## src/rtl/tiny16_core.sv

```systemverilog
// tiny16_core: 16-bit multi-cycle CPU, 8x16 register file, Z/C flags, active-low bus strobes.
// Define TINY16_MUL_EN to enable ALU func 8 (MUL); otherwise func 8 is a no-op.
module tiny16_core #(
    parameter logic [15:0] RESET_VECTOR = 16'h0000
) (
    input  logic        clk,
    input  logic        reset,
    output logic [15:0] address,
    input  logic [15:0] data_in,
    output logic [15:0] data_out,
    output logic        rd,
    output logic        wr,
    output logic [3:0]  stage,
    output logic        hlt
);
    typedef enum logic [3:0] {
        StFetch     = 4'h0,
        StRead      = 4'h1,
        StExec      = 4'h2,
        StMemAddr   = 4'h3,
        StMemStrobe = 4'h4,
        StHalt      = 4'hF
    } stage_e;

    stage_e      st_q;
    logic [15:0] pc_q, ir_q;
    logic [15:0] regs_q [8];
    logic        z_q, c_q;

    logic [3:0]  op, func;
    logic [2:0]  d_sel, s_sel;
    logic [7:0]  imm8;
    logic [15:0] d_val, s_val, pc_inc, br_target, alu_res;
    logic [16:0] sum, diff, addi;
    logic        br_taken, alu_c, alu_we, alu_fl;
`ifdef TINY16_MUL_EN
    logic [31:0] prod;
    assign prod = {16'h0, d_val} * {16'h0, s_val};
`endif

    assign op        = ir_q[15:12];
    assign d_sel     = ir_q[10:8];
    assign s_sel     = ir_q[6:4];
    assign func      = ir_q[3:0];
    assign imm8      = ir_q[7:0];
    assign d_val     = regs_q[d_sel];
    assign s_val     = regs_q[s_sel];
    assign pc_inc    = pc_q + 16'd1;
    assign br_target = pc_inc + {{6{ir_q[9]}}, ir_q[9:0]};
    assign sum       = {1'b0, d_val} + {1'b0, s_val};
    assign diff      = {1'b0, d_val} - {1'b0, s_val};
    assign addi      = {1'b0, d_val} + {1'b0, {8{imm8[7]}}, imm8};
    assign stage     = st_q;

    always_comb begin
        case (ir_q[11:10])
            2'd0:    br_taken = 1'b1;
            2'd1:    br_taken = z_q;
            2'd2:    br_taken = ~z_q;
            default: br_taken = c_q;
        endcase
    end

    // alu_we: write Rd; alu_fl: update Z/C from alu_res/alu_c
    always_comb begin
        alu_res = d_val;
        alu_c   = c_q;
        alu_we  = 1'b0;
        alu_fl  = 1'b0;
        if (op == 4'h4) begin
            case (func)
                4'h0: begin alu_res = s_val; alu_we = 1'b1; end
                4'h1: begin {alu_c, alu_res} = sum;  alu_we = 1'b1; alu_fl = 1'b1; end
                4'h2: begin {alu_c, alu_res} = diff; alu_we = 1'b1; alu_fl = 1'b1; end
                4'h3: begin alu_res = d_val & s_val; alu_c = 1'b0; alu_we = 1'b1; alu_fl = 1'b1; end
                4'h4: begin alu_res = d_val | s_val; alu_c = 1'b0; alu_we = 1'b1; alu_fl = 1'b1; end
                4'h5: begin alu_res = d_val ^ s_val; alu_c = 1'b0; alu_we = 1'b1; alu_fl = 1'b1; end
                4'h6: begin
                    alu_res = {s_val[14:0], 1'b0}; alu_c = s_val[15];
                    alu_we  = 1'b1; alu_fl = 1'b1;
                end
                4'h7: begin
                    alu_res = {1'b0, s_val[15:1]}; alu_c = s_val[0];
                    alu_we  = 1'b1; alu_fl = 1'b1;
                end
`ifdef TINY16_MUL_EN
                4'h8: begin
                    alu_res = prod[15:0]; alu_c = |prod[31:16];
                    alu_we  = 1'b1; alu_fl = 1'b1;
                end
`endif
                4'h9: begin {alu_c, alu_res} = diff; alu_fl = 1'b1; end
                default: ;
            endcase
        end else if (op == 4'h7) begin
            {alu_c, alu_res} = addi;
            alu_we = 1'b1;
            alu_fl = 1'b1;
        end
    end

    always_ff @(posedge clk) begin
        if (reset) begin
            st_q     <= StFetch;
            pc_q     <= RESET_VECTOR;
            ir_q     <= 16'h0;
            z_q      <= 1'b0;
            c_q      <= 1'b0;
            rd       <= 1'b1;
            wr       <= 1'b1;
            hlt      <= 1'b0;
            address  <= 16'h0;
            data_out <= 16'h0;
            for (int i = 0; i < 8; i++) regs_q[i] <= 16'h0;
        end else begin
            case (st_q)
                StFetch: begin
                    address <= pc_q;
                    rd      <= 1'b0;
                    st_q    <= StRead;
                end
                StRead: begin
                    ir_q <= data_in;
                    rd   <= 1'b1;
                    st_q <= StExec;
                end
                StExec: begin
                    pc_q    <= pc_inc;
                    address <= pc_inc;
                    st_q    <= StFetch;
                    case (op)
                        4'h1: begin
                            pc_q    <= pc_q;
                            address <= pc_q;
                            hlt     <= 1'b1;
                            st_q    <= StHalt;
                        end
                        4'h2: regs_q[d_sel] <= {{8{imm8[7]}}, imm8};
                        4'h3: regs_q[d_sel] <= {imm8, d_val[7:0]};
                        4'h4, 4'h7: begin
                            if (alu_we) regs_q[d_sel] <= alu_res;
                            if (alu_fl) begin
                                z_q <= (alu_res == 16'h0);
                                c_q <= alu_c;
                            end
                        end
                        4'h5: begin
                            address <= s_val;
                            st_q    <= StMemAddr;
                        end
                        4'h6: begin
                            address  <= s_val;
                            data_out <= d_val;
                            st_q     <= StMemAddr;
                        end
                        4'h8: if (br_taken) begin
                            pc_q    <= br_target;
                            address <= br_target;
                        end
                        4'h9: begin
                            pc_q    <= s_val;
                            address <= s_val;
                        end
                        default: ;
                    endcase
                end
                StMemAddr: begin
                    if (op == 4'h5) rd <= 1'b0;
                    else            wr <= 1'b0;
                    st_q <= StMemStrobe;
                end
                StMemStrobe: begin
                    if (op == 4'h5) regs_q[d_sel] <= data_in;
                    rd   <= 1'b1;
                    wr   <= 1'b1;
                    st_q <= StFetch;
                end
                default: st_q <= StHalt;
            endcase
        end
    end
endmodule

```

## config.mk

```make
export PLATFORM = sky130hd
export DESIGN_NAME = tiny16_core
export DESIGN_NICKNAME = d
export VERILOG_FILES = /design/src/rtl/tiny16_core.sv
export SDC_FILE = /design/constraint.sdc
export NUM_CORES = 1
export LEC_CHECK = 0
export BUFFER_PORTS_ARGS = -buffer_cell sky130_fd_sc_hd__buf_4
export CORE_UTILIZATION = 55
export DETAILED_ROUTE_END_ITERATION = 6
export HOLD_SLACK_MARGIN = 0.02
export PLACE_DENSITY = 0.72
export SLEW_MARGIN = 10
export SYNTH_ARGS = -nofsm -noshare
export SYNTH_HDL_FRONTEND = slang
export SYNTH_SLANG_ARGS = --single-unit
```

## constraint.sdc

```tcl
create_clock -name clk -period 6.3 [get_ports clk]
set_clock_uncertainty 0.15 [all_clocks]
set_input_delay 1.26 -clock clk [delete_from_list [all_inputs] [get_ports clk]]
set_output_delay 1.26 -clock clk [all_outputs]
set_load 0.05 [all_outputs]
```

# == After elaboration in Yosys (flattened, before gate mapping) ==
# Memory sizes are Yosys's and may differ from the RTL's. A register that Yosys moved wholly into a read port is not among the register bits.
# Cells that the tools add are included.
# word_totals
out_inout_bits,39
register_bits,73
inputBits,18
memories,1
mem_bits_rw,128
# classes
bitwise_logic,8
muxes,51
n_reduce_logical,24
n_eq_ne,26
add_sub_neg,5
# memory_table
memory,depth,word_bits,read_ports,rd_clocked_by_memory_dff,wr,line_no,rtl
regs_q,8,16,2,2,8,27,logic [15:0] regs_q [8];
# ops
op,count
16-bit one-hot mux with 8 select lines,1
16-bit two-way mux,7
16-bit one-hot mux with 3 select lines,2
"4-bit by 3-bit == test with 1-bit output, second input constant",9
16-bit by 16-bit adder with 17-bit output,2
16-bit one-hot mux with 2 select lines,1
1-bit two-way mux,29
"4-bit by 2-bit == test with 1-bit output, second input constant",6
4-bit one-hot mux with 5 select lines,1
16-bit by 16-bit subtractor with 17-bit output,1
"16-bit by 1-bit adder with 16-bit output, second input constant",1
16-bit adder,1
16-bit AND,1
16-bit zero test,1
16-bit bitwise OR,1
16-bit OR reduction,1
8-bit OR reduction,2
16-bit bitwise XOR,1
3-bit two-way mux,5
"4-bit by 1-bit == test with 1-bit output, second input constant",3
"4-bit == test, second input constant",3
2-bit AND reduction,5
4-bit zero test,2
4-bit one-hot mux with 2 select lines,1
other kinds (16),27

# == Longest topological paths before layout ==
# depth
depth_word,13
depth_mapped,19

# == Least setup slack after synthesis ==
# No wires, ideal clock.
# synth_path
path_kind,reg-to-reg
from,register with a tool-made name
to,"memory regs_q[0][14], data pin"
arrival_ns,4.518
required_ns,5.884
path_stages_with_launch,17
path_slack_ns,1.366
n_path_buf,2
cell_sequence,dfxtp_1 clkbuf_1 clkbuf_1 mux4_2 mux2i_1 inv_1 fa_1 nor2b_1 o211a_1 o31ai_1 nand2_1 a311oi_1 xnor2_1 o211ai_1 o211a_1 a21oi_2 nor2_1
# synth_rtl
item,line_no
"end, declared",27

==> qor.yml <==
synthesis:
  ys_types: 100
  syn_nets: 1901
  synth-seq-area-share_pct: 33.18
  syn-cell-area_um2: 16350
  ys_ff_latch: 207
  synth_edf_count: 128
  synth.top_cells.by_area: "edfxtp_1, dfxtp_1, ha_1"
  synth_top_area_share_pct: 23.51
  synth_ff_type: "edfxtp_1"
  netlist_instances: 1795
  yosys_warnings: 0
  postSynthAreaPerCell_um2: 9.110
  ys_async_sr_fraction_pct: 0
  synth_largest_area_cell: "edfxtp_1"
clocking:
  post_cts_resize_count: 0
  root_buffer: "clkbuf_16"
  cts_buffer_depth: 3
  h-tree-depth: 1
  post-cts-setup-buffers: 0
  cts-buffers-inserted: 23
  cts_tree: "done"
  hold_buffers: 0
  cts.sinks: 207
  path_clk_slew_ns: 0.06
  clk_latency_ns: 0.55
setup_path:
  r2r_slack_ns: 0.66
  cp-end-kind: "flip-flop"
  start_kind: "flip-flop"
  criticalPathCategory: "flip-flop to flip-flop"
  rr_endpoint: "regs_q[4][14]"
  arrival_ns: 5.74
  cp.required_ns: 6.40
  crit_fanout: 15
  worst-r2r-cell-count: 15
sta:
  rsz0062_at_grt: "false"
  tns_ns: 0
  fmax_ghz: 0.1772
  timing.hold.ws_ns: 0.3032
  tightest_slew_ns: 1.146
  hold_viol: 0
  period_needed_ns: 5.642
  setup_violations: 0
  maxSlewViolCount: 0
  slew_headroom_pct: 23.19
  period_share_pct: 89.56
placement:
  routabilityCongestion: 1.003
  port_buffers: 56
  hpwl_mm: 42.39
pwr:
  swShare_pct: 49.07
  pwr-share-seq_pct: 22.2
  power_frac_clock_pct: 16.7
  power.net_switching_mw: 4.014
  p_leak_nw: 6.812
  power_frac_comb_pct: 61.1
  peakVddDrop_mv: 0.3764
  total_power_mw: 8.180
  power.internal_mw: 4.166
  pwr_density_cell_nw_per_um2: 456.1
status:
  run_status: "complete, no violations"
die:
  die_h_um: 174.4
  num_io_pins: 57
  core-area_um2: 29010
  die_w_um: 174.4
  dieArea_um2: 30420
  start_util_pct: 56.36
  rows: 62
finish:
  diodes: 0
  layout.nets: 1929
  layout_common_cells: "nor2_1, nand2_1, edfxtp_1"
  fill_cells: 2507
  final_common_cell: "nor2_1"
  drive_gt1_share_pct: 14.13
  area_growth_pct: 9.671
route:
  wl_mm: 58.36
  detail_route.iter0.violations: 2016
  viasPerCell: 6.906
  firstDrtPassIters: 6
  routedWlPerCell_um: 26.24
  postRouteAntennaNets: 0
  drc_errors: 0
  routed-via-count: 15359
worst_hold_path:
  min_from: "address[2]"
  min_path_type: "flip-flop to flip-flop"
  hold_depth: 2
  worst_hold_path.endpoint: "address[2]"
global_route:
  antenna_found_initial: 0
  first_global_vias: 14463
  gr-total-overflow: 0
  grtUsageTotal_pct: 38.06
  grt_max_degree: 54
  grt_pass1_wl_mm: 87.19
flow_run:
  drv_cap: 0
[flip-flops by register name (all words and copies together), names as in the netlist, named ones only]
signal and count:
regs_q 128, rd 1, address 16, stage 4
pc_q 16, data_out 16, c_q 1, z_q 1
hlt 1, wr 1, ir_q 16
[stage by stage]
stage	instances	setup WS (ns)	area [um2]	util, %
after global routing	2224	0.4552	17930	61.81
after global placement	2182	0.9343	17170	59.17
after detailed placement	2182	0.8585	17170	59.19
after CTS	2224	0.7862	17930	61.81
after floorplan	1795	1.366	16350	-
final	2224	0.6577	17930	61.81
[worst max-delay path, stage by stage (launching register included)]
cell and delay, ns:
dfxtp_1 0.52, buf_4 0.34, mux4_2 0.33, mux2i_1 0.51, inv_1 0.31, fa_1 0.55, nor2b_1 0.16, o211a_1 0.26
o31ai_1 0.54, nand2_1 0.20, a311oi_1 0.44, xnor2_1 0.20, o211ai_1 0.16, o211a_1 0.27, a21oi_2 0.30, nor2_1 0.08
[worst max path at each step]
stage	endpoint	cells past startpoint	slack, ns	from
floorplan	regs_q[0][14]	16	1.37	flip-flop
finish	regs_q[4][14]	15	0.66	flip-flop
CTS	regs_q[3][14]	15	0.79	flip-flop
detailed placement	regs_q[3][14]	15	0.86	flip-flop
global route	regs_q[1][11]	15	0.46	flip-flop
global placement	regs_q[1][15]	14	0.93	flip-flop
[synth_stat cells (all sizes together), types with 6 or more instances]
library cell    n
a2111oi         6
a211o           8
a211oi         41
a21o           22
a21oi         124
a221o           9
a221oi         24
a22oi          13
a311oi         11
a31oi          13
and2            7
and3           11
buf            18
clkbuf        101
dfxtp          79
edfxtp        128
ha             84
inv            65
mux2            6
mux2i          38
mux4           64
nand2         160
nand2b         27
nand3          30
nand3b          7
nand4           8
nor2          271
nor2b          24
nor3           39
nor3b           7
nor4           12
o2111ai         6
o211a           7
o211ai         40
o21a           12
o21ai          89
o221ai         17
o22ai          15
o31ai          15
or2            13
or3            14
xnor2          25
xor2           12
[cell type report]
cell class | instances | area [um2] | area share, %
Clock buffer | 33 | 653.1 | 3.642
Clock inverter | 9 | 108.9 | 0.6070
Inverter | 66 | 247.7 | 1.381
Multi-Input combinational cell | 1403 | 10090 | 56.25
Sequential cell | 207 | 5428 | 30.27
Tap cell | 384 | 480.5 | 2.679
Timing Repair Buffer | 122 | 928.4 | 5.177
[layer usage]
layer | up-vias | GRT usage, % | wire, um
met1 | 7330 | 50.21 | 22680
li1 | 6855 | - | -
met4 | 0 | 22.11 | 3552
met2 | 977 | 59.20 | 25700
met3 | 197 | 6.234 | 6425
met5 | - | 0 | 0
[logic make-up (layout without fill, tap and decap cells)]
family | Yosys count | in the layout | synth area share, %
xor+xnor | 37 | 37 | 1.982
flops | 207 | 207 | 33.18
fa+ha+maj | 88 | 88 | 6.917
simple gates | 643 | 643 | 17.82
mux | 108 | 108 | 12.38
compound gates | 527 | 527 | 22.38
buf+inv | 185 | 230 | 5.341
[power by group through the flow]
stage,registers (mW),logic (mW),clock network [mW]
2_1_floorplan,1.85,3.37,0
3_3_place_gp,1.83,4.79,0
3_5_place_dp,1.84,4.81,0
4_1_cts,1.81,4.83,1.37
5_1_grt,1.84,5.32,1.43
6_report,1.82,4.99,1.37
Note: power is estimated with default switching activity, not from simulation.
